File: src/rtl/stack_pkg.sv
// stack_pkg: shared types and helpers for the stack sequencer.
//   stack_op_t    - command encoding presented on cmd_op
//   stack_state_t - sequencer states
//   SP_DEC/SP_INC - values driven on lsu_sp_d
//   bounds_ok()   - checks that a push has room or a pop has data, given the current SP
package stack_pkg;

  typedef enum logic [1:0] {
    PUSH8  = 2'b00,
    POP8   = 2'b01,
    PUSH16 = 2'b10,
    POP16  = 2'b11
  } stack_op_t;

  typedef enum logic [2:0] {
    IDLE = 3'd0,
    W    = 3'd1,
    INC  = 3'd2,
    RD   = 3'd3,
    CAP  = 3'd4,
    RESP = 3'd5
  } stack_state_t;

  localparam logic SP_DEC = 1'b0;
  localparam logic SP_INC = 1'b1;

  // Stack grows down and SP points at the next free byte.
  // Push needs (spq - lo + 1) >= n, pop needs (hi - spq) >= n.
  // 17-bit sums keep both tests free of wrap-around.
  function automatic logic bounds_ok(input stack_op_t op, input logic [15:0] spq,
                                     input logic [15:0] lo, input logic [15:0] hi);
    logic [16:0] n;
    n = op[1] ? 17'd2 : 17'd1;
    if (!op[0]) begin
      return ({1'b0, spq} + 17'd1) >= ({1'b0, lo} + n);
    end
    return {1'b0, hi} >= ({1'b0, spq} + n);
  endfunction

endpackage

File: src/rtl/stack_seq.sv
// stack_seq: turns 8/16-bit push/pop commands into cycle-exact stack-pointer steps and
// SP-addressed RAM reads/writes on the LSU stack port, with bounds checking.
// Ports:
//   i_clk, i_rst (synchronous, active-low)
//   i_cmd_valid / o_cmd_ready / i_cmd_op / i_cmd_data : command request (accepted in IDLE)
//   o_rsp_valid / o_rsp_data / o_rsp_err               : one-cycle completion pulse
//   o_lsu_d, o_lsu_a, o_lsu_re, o_lsu_we              : RAM write byte, address, strobes
//   o_lsu_sp_d, o_lsu_sp_we, o_lsu_sp_en              : SP step direction / update / addressing
//   i_lsu_q, i_lsu_spq                                 : RAM read data, current SP
// All outputs are registered and decoded from the next state.
module stack_seq
  import stack_pkg::*;
#(
  parameter logic [15:0] SP_LO = 16'h0100,
  parameter logic [15:0] SP_HI = 16'h01FF
) (
  input  logic        i_clk,
  input  logic        i_rst,
  input  logic        i_cmd_valid,
  output logic        o_cmd_ready,
  input  logic [1:0]  i_cmd_op,
  input  logic [15:0] i_cmd_data,
  output logic        o_rsp_valid,
  output logic [15:0] o_rsp_data,
  output logic        o_rsp_err,
  output logic [7:0]  o_lsu_d,
  output logic [15:0] o_lsu_a,
  output logic        o_lsu_re,
  output logic        o_lsu_we,
  output logic        o_lsu_sp_d,
  output logic        o_lsu_sp_we,
  output logic        o_lsu_sp_en,
  input  logic [7:0]  i_lsu_q,
  input  logic [15:0] i_lsu_spq
);

  stack_state_t r_state, w_state_d;
  stack_op_t    r_op, w_op_d;
  logic         r_cnt, w_cnt_d;     // selects the second byte of a 16-bit op
  logic [15:0]  r_data, w_data_d;   // push value, or pop bytes as they are captured
  logic         r_err, w_err_d;
  logic         w_accept;

  logic         r_cmd_ready, w_cmd_ready_d;
  logic         r_rsp_valid, w_rsp_valid_d;
  logic [15:0]  r_rsp_data, w_rsp_data_d;
  logic         r_rsp_err, w_rsp_err_d;
  logic [7:0]   r_lsu_d, w_lsu_d_d;
  logic         r_lsu_re, w_lsu_re_d;
  logic         r_lsu_we, w_lsu_we_d;
  logic         r_lsu_sp_d, w_lsu_sp_d_d;
  logic         r_lsu_sp_we, w_lsu_sp_we_d;
  logic         r_lsu_sp_en, w_lsu_sp_en_d;

  assign w_accept = i_cmd_valid & r_cmd_ready;

  // State register (plus registered outputs)
  always_ff @(posedge i_clk) begin
    if (!i_rst) begin
      r_state     <= IDLE;
      r_op        <= PUSH8;
      r_cnt       <= 1'b0;
      r_data      <= 16'h0000;
      r_err       <= 1'b0;
      r_cmd_ready <= 1'b0;
      r_rsp_valid <= 1'b0;
      r_rsp_data  <= 16'h0000;
      r_rsp_err   <= 1'b0;
      r_lsu_d     <= 8'h00;
      r_lsu_re    <= 1'b0;
      r_lsu_we    <= 1'b0;
      r_lsu_sp_d  <= 1'b0;
      r_lsu_sp_we <= 1'b0;
      r_lsu_sp_en <= 1'b0;
    end else begin
      r_state     <= w_state_d;
      r_op        <= w_op_d;
      r_cnt       <= w_cnt_d;
      r_data      <= w_data_d;
      r_err       <= w_err_d;
      r_cmd_ready <= w_cmd_ready_d;
      r_rsp_valid <= w_rsp_valid_d;
      r_rsp_data  <= w_rsp_data_d;
      r_rsp_err   <= w_rsp_err_d;
      r_lsu_d     <= w_lsu_d_d;
      r_lsu_re    <= w_lsu_re_d;
      r_lsu_we    <= w_lsu_we_d;
      r_lsu_sp_d  <= w_lsu_sp_d_d;
      r_lsu_sp_we <= w_lsu_sp_we_d;
      r_lsu_sp_en <= w_lsu_sp_en_d;
    end
  end

  // Next-state logic
  always_comb begin
    w_state_d = r_state;
    w_op_d    = r_op;
    w_cnt_d   = r_cnt;
    w_data_d  = r_data;
    w_err_d   = r_err;
    case (r_state)
      IDLE: begin
        if (w_accept) begin
          w_op_d   = stack_op_t'(i_cmd_op);
          w_cnt_d  = 1'b0;
          w_err_d  = 1'b0;
          w_data_d = i_cmd_op[0] ? 16'h0000 : i_cmd_data;
          if (!bounds_ok(stack_op_t'(i_cmd_op), i_lsu_spq, SP_LO, SP_HI)) begin
            w_err_d   = 1'b1;
            w_data_d  = 16'h0000;
            w_state_d = RESP;
          end else if (i_cmd_op[0]) begin
            w_state_d = INC;
          end else begin
            w_state_d = W;
          end
        end
      end
      W: begin
        if (r_op == PUSH16 && !r_cnt) begin
          w_cnt_d = 1'b1;
        end else begin
          w_state_d = RESP;
        end
      end
      INC: begin
        // Second INC of a POP16 doubles as the capture of the low byte
        if (r_cnt) w_data_d[7:0] = i_lsu_q;
        w_state_d = RD;
      end
      RD: begin
        if (r_op == POP16 && !r_cnt) begin
          w_cnt_d   = 1'b1;
          w_state_d = INC;
        end else begin
          w_state_d = CAP;
        end
      end
      CAP: begin
        if (r_cnt) w_data_d[15:8] = i_lsu_q;
        else       w_data_d[7:0]  = i_lsu_q;
        w_state_d = RESP;
      end
      RESP:    w_state_d = IDLE;
      default: w_state_d = IDLE;
    endcase
  end

  // Output decode of the next state; registered above
  always_comb begin
    w_cmd_ready_d = (w_state_d == IDLE);
    w_rsp_valid_d = 1'b0;
    w_rsp_data_d  = 16'h0000;
    w_rsp_err_d   = 1'b0;
    w_lsu_d_d     = r_lsu_d;
    w_lsu_re_d    = 1'b0;
    w_lsu_we_d    = 1'b0;
    w_lsu_sp_d_d  = SP_DEC;
    w_lsu_sp_we_d = 1'b0;
    w_lsu_sp_en_d = 1'b0;
    case (w_state_d)
      W: begin
        w_lsu_sp_en_d = 1'b1;
        w_lsu_we_d    = 1'b1;
        w_lsu_sp_we_d = 1'b1;
        w_lsu_sp_d_d  = SP_DEC;
        // PUSH16 writes the high byte first
        w_lsu_d_d     = (w_op_d == PUSH16 && !w_cnt_d) ? w_data_d[15:8] : w_data_d[7:0];
      end
      INC: begin
        w_lsu_sp_en_d = 1'b1;
        w_lsu_sp_we_d = 1'b1;
        w_lsu_sp_d_d  = SP_INC;
      end
      RD: begin
        w_lsu_sp_en_d = 1'b1;
        w_lsu_re_d    = 1'b1;
      end
      RESP: begin
        w_rsp_valid_d = 1'b1;
        w_rsp_err_d   = w_err_d;
        w_rsp_data_d  = (w_op_d[0] && !w_err_d) ? w_data_d : 16'h0000;
      end
      default: begin
      end
    endcase
  end

  assign o_cmd_ready = r_cmd_ready;
  assign o_rsp_valid = r_rsp_valid;
  assign o_rsp_data  = r_rsp_data;
  assign o_rsp_err   = r_rsp_err;
  assign o_lsu_d     = r_lsu_d;
  assign o_lsu_a     = 16'h0000;
  assign o_lsu_re    = r_lsu_re;
  assign o_lsu_we    = r_lsu_we;
  assign o_lsu_sp_d  = r_lsu_sp_d;
  assign o_lsu_sp_we = r_lsu_sp_we;
  assign o_lsu_sp_en = r_lsu_sp_en;

endmodule

File: config.mk
export PLATFORM = sky130hd
export DESIGN_NAME = stack_seq
export DESIGN_NICKNAME = d
export VERILOG_FILES = /design/src/rtl/stack_pkg.sv /design/src/rtl/stack_seq.sv
export SDC_FILE = /design/constraint.sdc
export NUM_CORES = 1
export LEC_CHECK = 0
export BUFFER_PORTS_ARGS = -buffer_cell sky130_fd_sc_hd__buf_2
export CAP_MARGIN = 10
export CORE_UTILIZATION = 50
export DETAILED_ROUTE_END_ITERATION = 10
export PLACE_DENSITY = 0.76
export SLEW_MARGIN = 25
export SYNTH_ARGS = -nofsm -noshare
export SYNTH_HDL_FRONTEND = slang
export SYNTH_SLANG_ARGS = --single-unit
File: constraint.sdc
create_clock -name i_clk -period 7.1 [get_ports i_clk]
set_input_delay 1.065 -clock i_clk [delete_from_list [all_inputs] [get_ports i_clk]]
set_output_delay 1.065 -clock i_clk [all_outputs]
set_load 0.01 [all_outputs]
==> results of run 1 <==
## logic make-up after synthesis
logic type	Yosys count	synth area share, %
fa+ha+maj	4	1.437
flops	55	31.61
mux	9	2.622
simple gates	161	25.54
compound gates	120	27.15
xor+xnor	7	1.760
other cells	1	0.1077
buf+inv	50	9.770
## final timing paths
kind                           start                  endpoint  slack, ns  cells past startpoint
max                     i_lsu_spq[0]  o_rsp_data[5]$_SDFF_PN0_       3.36                     10
min          o_lsu_d[5]$_SDFFE_PN0P_   o_lsu_d[5]$_SDFFE_PN0P_       0.49                      2
max reg2reg    r_state[2]$_SDFF_PN0_  o_rsp_data[5]$_SDFF_PN0_       4.17                      6
min reg2reg  o_lsu_d[5]$_SDFFE_PN0P_   o_lsu_d[5]$_SDFFE_PN0P_       0.49                      2
## synthesized netlist by cell type (all sizes together), types with 5 or more instances
| library cell | number | area share [%] |
|---|---|---|
| and3 | 5 | 0.90 |
| and2 | 5 | 0.90 |
| a22o | 8 | 2.2 |
| nand4 | 5 | 1.1 |
| o22ai | 11 | 2.2 |
| nor4 | 5 | 1.3 |
| clkbuf | 10 | 2.2 |
| nand2b | 15 | 2.7 |
| nor2b | 7 | 1.3 |
| nand2 | 29 | 3.1 |
| mux2i | 8 | 2.3 |
| dfxtp | 55 | 32 |
| nor3 | 10 | 1.6 |
| o21ai | 10 | 1.5 |
| buf | 25 | 5.7 |
| nor2 | 54 | 6.5 |
| o21a | 8 | 1.8 |
| a21oi | 40 | 7.0 |
| a2111oi | 7 | 2.7 |
| inv | 13 | 1.4 |
| xor2 | 5 | 1.3 |
| nand3 | 7 | 1.3 |
| a211oi | 5 | 1.4 |
## report_power, final
part	leakage, uW	internal [uW]	switching [uW]
registers	0.000446	341	46.5
clock network	0.0000644	141	105
logic	0.00103	156	259
## cells in the final DEF, fill, tap and decap left out, drive strengths merged, types with 5 or more instances in the layout
cell type  synthesis  final
nor2              54     54
o21ai             10     10
o22ai             11     11
nand2             29     29
xor2               5      5
inv               13     13
and2               5      5
a22o               8      8
buf               25     77
a21oi             40     40
clkbuf            10      5
nor3              10     10
nor4               5      5
a211oi             5      5
a2111oi            7      7
o21a               8      8
dfxtp             55     55
nand2b            15     15
nand4              5      5
nand3              7      7
and3               5      5
conb               1     16
mux2i              8      8
nor2b              7      7
## sequential cells by signal, indices dropped and copies added (netlist names), 2 cells and up
signal / cells
r_data: 16
o_rsp_data: 16
r_op: 2
r_state: 3
o_lsu_d: 8
## per-layer routing
| layer | part of all wire (%) | vias up |
|---|---|---|
| li1 | - | 1571 |
| met1 | 45 | 1475 |
| met2 | 48 | 113 |
| met3 | 5.7 | 6 |
| met4 | 0.88 | 0 |
| met5 | 0 | - |
## worst min-delay path: cells and delay by family (launching register included)
family	cells	cell delay, ns
flops	1	0.32
compound gates	2	0.13
## area by class of cell
class                   instances  area (um^2)  area share [%]
multi-input cells             317         2106           54.08
inverters                      14        52.55           1.350
repair buffers                 77        395.4           10.15
clock inverters                 3        67.56           1.735
flip-flops and latches         55         1104           28.34
well taps                      80        100.1           2.571
clock buffers                   5        68.82           1.767
## metrics by stage
step / cells / worst slack (ns)
floorplan: 422 / 3.929
global placement: 542 / 3.041
detailed placement: 543 / 3.034
CTS: 551 / 3.360
global route: 551 / 3.112
finish: 551 / 3.365
==> qor.csv, run 1 <==
stage,metric,value,unit
status,result of the run,finished clean,
sta,"Min Clock Period, post-route",3.735,ns
job,max-capacitance violation count,0,
floorplan,height of the chip,85.47,um
clock_tree,sink count of the clock tree,55,
sta,highest achievable clock rate,267.7,MHz
clock_tree,clock tree from TritonCTS,yes,
critical_path,delay of the slowest cell on the worst path,0.52,ns
yosys,dominant register cell in the synthesized netlist,sky130_fd_sc_hd__dfxtp_1,
yosys,mapped cell area,3483,um^2
floorplan,core outline area,6756,um^2
final_layout,filler cell count in the final layout,640,
yosys,Post-Synthesis Mean Instance Area,8.559,um^2
sta,worst setup skew after layout,0.01218,ns
drt,post-detailed-route count of antenna-violating nets,0,
clock_tree,clock buffer count from CTS,5,
yosys,number of synthesized register bits,55,
power_and_ir_drop,Lkg Pwr,0.001544,uW
sta,worst slew pin tran,0.8237,ns
grt,first-pass GRT wire length,13770,um
critical_path,worst-path maximum fanout,16,
final_layout,Layout Nets,519,
sta,Final Hold Vio Count,0,
grt,global-route total usage across every layer,23.43,%
grt,GR met2 Demand/Resource,39.05,%
clock_tree,clock slew at reported path FFs,0.10,ns
final_layout,final antenna diode count,0,
power_and_ir_drop,peak supply drop,0.0001522,V
sta,relative max-transition margin,44.75,%
grt,initial antenna violation count,0,
place,Routability Congestion,0.8631,
floorplan,boundary pin count,93,
clock_tree,htree depth,2,
drt,DRC violation total after the first TritonRoute iteration,129,
yosys,gate count after technology mapping,407,
floorplan,standard-cell row count,30,
floorplan,Initial Utilization,51.56,%
drt,DR DRC count,0,
sta,final sum of negative setup slack,0,ns
final_layout,core utilization of the finished layout,57.63,%
place,port bufs,76,
drt,routed via count divided by cell count,5.744,
clock_tree,setup fix buffers added after clock tree synthesis,0,
final_layout,Layout Area Growth over Synthesis,11.78,%
grt,via count of the first global-routing pass,2967,
drt,first-pass iteration count of the detailed router,4,
grt,GR Layer Usage met1,31.08,%
sta,RSZ-0062 raised after global routing,false,
yosys,fraction of registers with async set/reset,0,%
clock_tree,Root Buffer Master,sky130_fd_sc_hd__clkbuf_8,
clock_tree,post-cts resize count,0,
yosys,Netlist cell types,75,
critical_path,cells along the critical path,buf_2 > ha_1 > nand3_2 > or4b_1 > o2111a_1 > a211oi_2 > nand2_1 > o22ai_2 > o211ai_4 > a2111oi_2,
sta,Final period util,52.61,%
drt,total wirelength of the detailed-routed design,8449,um
critical_path,Slowest cell on crit path,sky130_fd_sc_hd__o22ai_2,
floorplan,Die Footprint,7304,um^2
grt,busiest layer in global routing,met2,
final_layout,final design instance area without fill,3894,um^2
drt,routed wirelength normalized by instance count,15.33,um
sta,final setup fails,0,
clock_tree,clock buffer depth,2,
place,post-DP HPWL,6234,um
place,cell area reported after detailed placement,3755,um^2
min_path,classification of the worst-slack hold path,reg2reg,
sta,hold slack final,0.4900,ns
critical_path,Worst setup EP type,register,
yosys,part of the Yosys area used for sequential elements,31.61,%
floorplan,Die Wd,85.47,um
grt,global routing usage on met3,3.210,%
drt,vias post-DR,3165,
yosys,count of warnings emitted by yosys,0,
grt,maximum number of pins on one net before global-route repair,34,
critical_path,crit path DAT,3.95,ns
critical_path,required time worst endpoint,7.31,ns
yosys,number of flops mapped to enable cells by yosys,0,
final_layout,ratio of cells with drive above 1 in the final layout,29.72,%
power_and_ir_drop,total power density per cell area,269.0,nW/um^2
sta,final number of max-transition violations,0,
critical_path,crit path buf inv count,1,
critical_path,critical path startpoint category,input port,
critical_path,Top Family by Delay on Critical Path,compound AO/OA/AOI/OAI gates,
critical_path,Setup CP Type,in2reg,
clock_tree,clk_lat worst skew,0.31,ns
power_and_ir_drop,total power,1048,uW
clock_tree,number of buffers inserted by hold repair at cts,0,
grt,remaining global-route overflow,0,
Power figures use the tool's default switching activity.
==> inputs of run 2 (changes only) <==
CORE_UTILIZATION = 48   (was 50)
PLACE_DENSITY = 0.77   (was 0.76)
clock period = 3.1 ns   (was 7.1 ns; I/O delays follow)
==> run 2 against run 1 <==
Net effect:
- sequential power increased by 110%
- cell count increased by 5.4%
- critical path depth increased by 3
- register-to-register slack got worse by 3.6 ns
- die area increased by 4.1%
- utilization increased by 0.54 points
- sequential cell count unchanged
- worst hold slack got worse by 0.078 ns
- clock-buffer cell count increased by 1
- clock power increased by 120%
- routed wire length increased by 5.6%
- critical endpoint is now o_rsp_data[15]$_SDFF_PN0_
- largest power group unchanged
==> qor.csv, run 2 (synthesis results as in run 1) <==
stage,metric,value,unit,change
floorplan,boundary pin count,93,,unchanged
final_layout,"top library cells by usage in the layout, fill and taps aside","76 x sky130_fd_sc_hd__buf_2, 55 x sky130_fd_sc_hd__dfxtp_1, 44 x sky130_fd_sc_hd__nor2_1, 29 x sky130_fd_sc_hd__nand2_1, 28 x sky130_fd_sc_hd__a21oi_1",,
critical_path,worst r2r src,r_state[0]$_SDFF_PN0_,,
grt,maximum number of pins on one net before global-route repair,33,,-2.9%
critical_path,Worst setup EP type,register,,
floorplan,height of the chip,87.19,um,+2.0%
clock_tree,post-cts resize count,0,,unchanged
floorplan,Die Footprint,7601,um^2,+4.1%
final_layout,final antenna diode count,0,,unchanged
drt,total wirelength of the detailed-routed design,8923,um,+5.6%
status,result of the run,finished clean,,
critical_path,Crit. Startpoint,i_cmd_op[1],,
final_layout,filler cell count in the final layout,650,,+1.6%
floorplan,Initial Utilization,50.43,%,-1.1 points
critical_path,r2r setup slk,0.53,ns,-3.64 ns
clock_tree,number of buffers inserted by hold repair at cts,0,,unchanged
drt,DRC violation total after the first TritonRoute iteration,250,,+94%
place,Routability Congestion,0.8444,,-2.2%
final_layout,footprint of the flip-flops and latches,1101,um^2,-0.23%
drt,vias post-DR,3360,,+6.2%
drt,DR DRC count,0,,unchanged
place,port bufs,76,,unchanged
final_layout,ratio of cells with drive above 1 in the final layout,31.13,%,+1.4 points
sta,final number of max-transition violations,0,,unchanged
drt,first-pass iteration count of the detailed router,5,,+1
clock_tree,clock buffer depth,2,,unchanged
final_layout,footprint of the multi-input gates,2106,um^2,unchanged
power_and_ir_drop,Sw Pwr,933.2,uW,+130%
sta,Final Hold Vio Count,0,,unchanged
place,cell area reported after detailed placement,3885,um^2,+3.5%
sta,min setup slack post-route,0.3315,ns,-3.033 ns
drt,routed via count divided by cell count,5.783,,+0.68%
sta,worst setup skew after layout,0.009468,ns,-0.002717 ns
sta,final sum of negative setup slack,0,ns,unchanged
power_and_ir_drop,power share of the sequential group,34.0,%,-3.0 points
grt,remaining global-route overflow,0,,unchanged
critical_path,crit path buf inv count,4,,+3
floorplan,standard-cell row count,30,,unchanged
job,max-capacitance violation count,0,,unchanged
grt,via count of the first global-routing pass,3101,,+4.5%
sta,final setup fails,0,,unchanged
critical_path,critical path startpoint category,input port,,
floorplan,Die Wd,87.19,um,+2.0%
critical_path,required time worst endpoint,3.34,ns,-3.97 ns
clock_tree,sink count of the clock tree,55,,unchanged
grt,initial antenna violation count,0,,unchanged
power_and_ir_drop,total power,2425,uW,+130%
sta,relative max-transition margin,67.64,%,+23 points
power_and_ir_drop,Lkg Pwr,0.001613,uW,+4.5%
clock_tree,clk_lat worst skew,0.30,ns,about the same
sta,"Min Clock Period, post-route",2.769,ns,
clock_tree,Root Buffer Master,sky130_fd_sc_hd__clkbuf_8,,
power_and_ir_drop,part of the total power dissipated in combinational logic,43.3,%,+3.7 points
clock_tree,clock tree from TritonCTS,yes,,
critical_path,Slowest cell on crit path,sky130_fd_sc_hd__a311oi_2,,
drt,routed wirelength normalized by instance count,15.36,um,+0.16%
place,post-placement worst setup slack,0.007578,ns,-3.027 ns
final_layout,Layout Area Growth over Synthesis,15.34,%,
critical_path,Setup CP Type,in2reg,,
critical_path,delay of the slowest cell on the worst path,0.43,ns,-0.09 ns
critical_path,cells along the critical path,buf_2 > inv_1 > ha_1 > a21oi_1 > buf_4 > nor4b_2 > xor2_1 > nor2_1 > and4_4 > a311oi_2 > o211ai_4 > buf_4 > nor2_1,,
clock_tree,htree depth,2,,unchanged
grt,first-pass GRT wire length,14210,um,+3.2%
power_and_ir_drop,total power density per cell area,603.5,nW/um^2,+120%
critical_path,worst-path maximum fanout,8,,-8
critical_path,crit path DAT,3.01,ns,-0.94 ns
sta,Final period util,89.31,%,
place,post-DP HPWL,6488,um,+4.1%
grt,global-route total usage across every layer,23.63,%,+0.20 points
power_and_ir_drop,share of power burned in the clock network,22.7,%,-0.7 points
sta,RSZ-0062 raised after global routing,false,,
min_path,classification of the worst-slack hold path,in2reg,,
min_path,launch point of the worst hold path,i_cmd_data[13],,
floorplan,core outline area,6907,um^2,+2.2%
drt,post-detailed-route count of antenna-violating nets,0,,unchanged
sta,highest achievable clock rate,361.2,MHz,
power_and_ir_drop,peak supply drop,0.0003885,V,+160%
power_and_ir_drop,switching share of power,38.49,%,-0.65 points
power_and_ir_drop,P_int,1492,uW,+130%
final_layout,Layout Nets,533,,+2.7%
final_layout,final design instance area without fill,4018,um^2,+3.2%
critical_path,Top Family by Delay on Critical Path,compound AO/OA/AOI/OAI gates,,
clock_tree,setup fix buffers added after clock tree synthesis,0,,unchanged
final_layout,most frequent standard cell in the layout excluding fill and tap cells,sky130_fd_sc_hd__buf_2,,
clock_tree,clock buffer count from CTS,5,,unchanged
clock_tree,clock slew at reported path FFs,0.10,ns,about the same
sta,worst slew pin tran,0.4719,ns,-0.3517 ns
## run 2: cell count changes in the layout (fill, tap and decap cells not counted)
cell / delta
sky130_fd_sc_hd__clkbuf_1: +1
sky130_fd_sc_hd__buf_8: -1
sky130_fd_sc_hd__dfxtp_1: +2
sky130_fd_sc_hd__buf_4: +14
sky130_fd_sc_hd__buf_12: +1
sky130_fd_sc_hd__dfxtp_2: -2
sky130_fd_sc_hd__clkinvlp_4: -1
## run 2: worst paths after layout
path,to,cells after the start
max,o_rsp_data[15]$_SDFF_PN0_,13
min,r_data[13]$_SDFF_PN0_,3
max reg2reg,o_lsu_d[5]$_SDFFE_PN0P_,8
min reg2reg,o_lsu_d[3]$_SDFFE_PN0P_,2
## run 2: per-stage QoR
stage / hold slack [ns] / utilization, % / cells
3_3_place_gp: 0.4633 / 56.25 / 573
6_report: 0.4119 / 58.17 / 581
2_1_floorplan: 0.4530 / - / 422
4_1_cts: 0.4096 / 58.17 / 581
3_5_place_dp: 0.4654 / 56.25 / 573
5_1_grt: 0.4147 / 58.17 / 581
## run 2: area by class of cell
class	instances	share of cell area [%]
repair buffers	91	12.58
multi-input cells	317	52.41
clock buffers	6	1.806
inverters	14	1.308
flip-flops and latches	55	27.41
well taps	96	2.990
clock inverters	2	1.495
## run 2: layer usage
metal	GRT usage, %	share of wire (%)	vias to the layer above
met2	40.44	47	161
met5	0	0	-
li1	-	-	1599
met1	30.50	44	1583
met3	3.128	6.3	17
met4	8.346	2.3	0
## run 2: power by group through the flow
stage / registers [uW] / clock network, uW / logic (uW)
global route: 833 / 589 / 1160
detailed placement: 838 / 0 / 1030
floorplan: 844 / 0 / 798
finish: 825 / 550 / 1050
global placement: 836 / 0 / 1000
CTS: 824 / 555 / 1030
## run 2: worst register-to-register path, stage by stage, from the launching register on
cell and delay, ns:
sky130_fd_sc_hd__dfxtp_1 0.34, sky130_fd_sc_hd__buf_4 0.18, sky130_fd_sc_hd__or2_2 0.44, sky130_fd_sc_hd__nor3_1 0.24, sky130_fd_sc_hd__nor3b_1 0.08, sky130_fd_sc_hd__o21ai_0 0.41
sky130_fd_sc_hd__inv_2 0.25, sky130_fd_sc_hd__a2111o_1 0.42, sky130_fd_sc_hd__a21oi_1 0.14
==> inputs of run 3 (changes only) <==
PLACE_DENSITY = 0.78   (was 0.77)
==> run 3 against run 2 <==
Net effect:
- sequential cell count unchanged
- maximum frequency up 2.4%
- via count down 1.4%
- utilization down 0.54 points
- clock-buffer cell count unchanged
- sequential share of layout area up 0.26 points
- clock skew down 0.0046 ns
- register-to-register slack about the same
- worst setup slack better by 0.066 ns
- largest cell class unchanged
- power down 3.6%
- critical path type unchanged
- combinational power about the same
- routed wire length down 1.0%
==> qor.csv, run 3 (synthesis results as in run 1) <==
stage,metric,value,unit,change
status,result of the run,finished clean,,
clock_tree,clock buffer count from CTS,5,,unchanged
power_and_ir_drop,share of power burned in the clock network,19.7,%,-3.0 points
final_layout,final antenna diode count,0,,unchanged
place,Routability Congestion,0.8669,,+2.7%
grt,global-route total usage across every layer,23.56,%,-0.071 points
floorplan,height of the chip,87.19,um,unchanged
drt,vias post-DR,3314,,-1.4%
clock_tree,clk_lat worst skew,0.30,ns,about the same
grt,first-pass GRT wire length,14140,um,-0.49%
drt,routed via count divided by cell count,5.724,,-1.0%
drt,total wirelength of the detailed-routed design,8831,um,-1.0%
critical_path,RR Endpoint,o_lsu_d[6]$_SDFFE_PN0P_,,
critical_path,required time worst endpoint,3.34,ns,about the same
critical_path,worst r2r src,r_state[0]$_SDFF_PN0_,,
power_and_ir_drop,switching share of power,39.76,%,+1.3 points
place,cell area reported after detailed placement,3877,um^2,-0.19%
sta,highest achievable clock rate,370.0,MHz,+2.4%
critical_path,critical path startpoint category,input port,,
critical_path,Crit. Startpoint,i_lsu_spq[0],,
final_layout,final design instance area without fill,3980,um^2,-0.93%
sta,final sum of negative setup slack,0,ns,unchanged
grt,via count of the first global-routing pass,2992,,-3.5%
sta,Final period util,87.18,%,-2.1 points
sta,final number of max-transition violations,0,,unchanged
critical_path,worst-path maximum fanout,8,,unchanged
floorplan,Die Footprint,7601,um^2,unchanged
floorplan,Die Wd,87.19,um,unchanged
grt,maximum number of pins on one net before global-route repair,33,,unchanged
power_and_ir_drop,Sw Pwr,929.1,uW,-0.44%
critical_path,r2r setup slk,0.52,ns,about the same
clock_tree,Root Buffer Master,sky130_fd_sc_hd__clkbuf_8,,
min_path,classification of the worst-slack hold path,in2reg,,
final_layout,Layout Area Growth over Synthesis,14.26,%,
clock_tree,htree depth,2,,unchanged
clock_tree,sink count of the clock tree,55,,unchanged
sta,worst setup skew after layout,0.004840,ns,-0.004628 ns
floorplan,standard-cell row count,30,,unchanged
drt,routed wirelength normalized by instance count,15.25,um,-0.69%
final_layout,ratio of cells with drive above 1 in the final layout,30.85,%,-0.29 points
drt,post-detailed-route count of antenna-violating nets,0,,unchanged
drt,DRC violation total after the first TritonRoute iteration,254,,+1.6%
final_layout,"top library cells by usage in the layout, fill and taps aside","76 x sky130_fd_sc_hd__buf_2, 55 x sky130_fd_sc_hd__dfxtp_1, 44 x sky130_fd_sc_hd__nor2_1, 29 x sky130_fd_sc_hd__nand2_1, 28 x sky130_fd_sc_hd__a21oi_1",,
clock_tree,post-cts resize count,0,,unchanged
critical_path,Worst setup EP type,register,,
clock_tree,number of buffers inserted by hold repair at cts,0,,unchanged
clock_tree,setup fix buffers added after clock tree synthesis,0,,unchanged
place,post-placement worst setup slack,0.08908,ns,+0.08150 ns
final_layout,core utilization of the finished layout,57.63,%,-0.54 points
job,max-capacitance violation count,0,,unchanged
sta,"Min Clock Period, post-route",2.703,ns,-0.06586 ns
clock_tree,clock buffer depth,2,,unchanged
sta,worst slew pin tran,0.4957,ns,+0.02377 ns
critical_path,capture point of the critical path,o_rsp_data[15]$_SDFF_PN0_,,
power_and_ir_drop,total power density per cell area,587.1,nW/um^2,-2.7%
power_and_ir_drop,power share of the sequential group,36.0,%,+2.0 points
sta,relative max-transition margin,66.01,%,-1.6 points
power_and_ir_drop,P_int,1407,uW,-5.6%
floorplan,core outline area,6907,um^2,unchanged
drt,first-pass iteration count of the detailed router,5,,unchanged
clock_tree,clock tree from TritonCTS,yes,,
place,port bufs,76,,unchanged
sta,Final Hold Vio Count,0,,unchanged
critical_path,Setup CP Type,in2reg,,
clock_tree,clock slew at reported path FFs,0.09,ns,about the same
floorplan,Initial Utilization,50.43,%,unchanged
power_and_ir_drop,part of the total power dissipated in combinational logic,44.3,%,+1.0 points
critical_path,crit path DAT,2.95,ns,-0.06 ns
sta,RSZ-0062 raised after global routing,false,,
power_and_ir_drop,peak supply drop,0.0004034,V,+3.8%
grt,remaining global-route overflow,0,,unchanged
drt,DR DRC count,0,,unchanged
min_path,Worst Hold Depth,3,,unchanged
floorplan,boundary pin count,93,,unchanged
sta,min setup slack post-route,0.3973,ns,+0.06586 ns
final_layout,Layout Nets,532,,-0.19%
final_layout,most frequent standard cell in the layout excluding fill and tap cells,sky130_fd_sc_hd__buf_2,,
power_and_ir_drop,Lkg Pwr,0.001595,uW,-1.2%
sta,final setup fails,0,,unchanged
critical_path,Reg2Reg Depth,7,,-1
place,post-DP HPWL,6541,um,+0.81%
grt,initial antenna violation count,0,,unchanged
run 3: cell types whose count changed in the layout (fill, tap and decap cells not counted):
| cell | delta |
|---|---|
| sky130_fd_sc_hd__bufinv_16 | -1 |
| sky130_fd_sc_hd__buf_4 | -1 |
run 3: metrics by stage:
stage          total power [uW]  instances  hold WS [ns]
2_1_floorplan              1641        422        0.4530
5_1_grt                    2488        579        0.4119
3_5_place_dp               1867        572        0.4771
3_3_place_gp               1840        572        0.4635
4_1_cts                    2327        579        0.4075
6_report                   2337        579        0.4119
run 3: critical path: stages:
cell and delay, ns:
sky130_fd_sc_hd__buf_2 0.12, sky130_fd_sc_hd__ha_1 0.20, sky130_fd_sc_hd__nand3_2 0.16, sky130_fd_sc_hd__or4b_1 0.51, sky130_fd_sc_hd__o2111a_1 0.17, sky130_fd_sc_hd__a211oi_2 0.30
sky130_fd_sc_hd__nand2_1 0.16, sky130_fd_sc_hd__o22ai_2 0.31, sky130_fd_sc_hd__o211ai_4 0.20, sky130_fd_sc_hd__buf_4 0.24, sky130_fd_sc_hd__nor2_1 0.10
run 3: routing by layer:
metal | global-route usage [%] | routed length (um) | vias up
met5 | 0 | 0 | -
met4 | 8.346 | 222 | 0
met3 | 3.602 | 492 | 22
met2 | 39.08 | 4134 | 120
met1 | 31.12 | 3982 | 1575
li1 | - | - | 1597
run 3: power groups by stage:
stage                     sequential, uW  combinational (uW)  clock [uW]
final                                840                1040         460
after global routing                 850                1140         502
after CTS                            838                1020         470
after detailed placement             853                1010           0
after global placement               853                 986           0
after floorplan                      844                 798           0
run 3: final cells by class:
| cell class | count | area (um^2) |
|---|---|---|
| Sequential cell | 55 | 1101 |
| Clock buffer | 6 | 72.57 |
| Clock inverter | 1 | 30.03 |
| Fill cell | 662 | 2927 |
| Multi-Input combinational cell | 317 | 2106 |
| Timing Repair Buffer | 90 | 498.0 |
| Tap cell | 96 | 120.1 |
| Inverter | 14 | 52.55 |
run 3: how the worst min path moves through the flow:
stage / from / endpoint / slack (ns)
2_1_floorplan: r_op[1]$_SDFF_PN0_ / r_op[1]$_SDFF_PN0_ / 0.45
3_3_place_gp: o_lsu_d[6]$_SDFFE_PN0P_ / o_lsu_d[6]$_SDFFE_PN0P_ / 0.46
3_5_place_dp: o_lsu_d[3]$_SDFFE_PN0P_ / o_lsu_d[3]$_SDFFE_PN0P_ / 0.48
4_1_cts: i_cmd_data[12] / r_data[12]$_SDFF_PN0_ / 0.41
5_1_grt: i_cmd_data[12] / r_data[12]$_SDFF_PN0_ / 0.41
6_report: i_cmd_data[12] / r_data[12]$_SDFF_PN0_ / 0.41
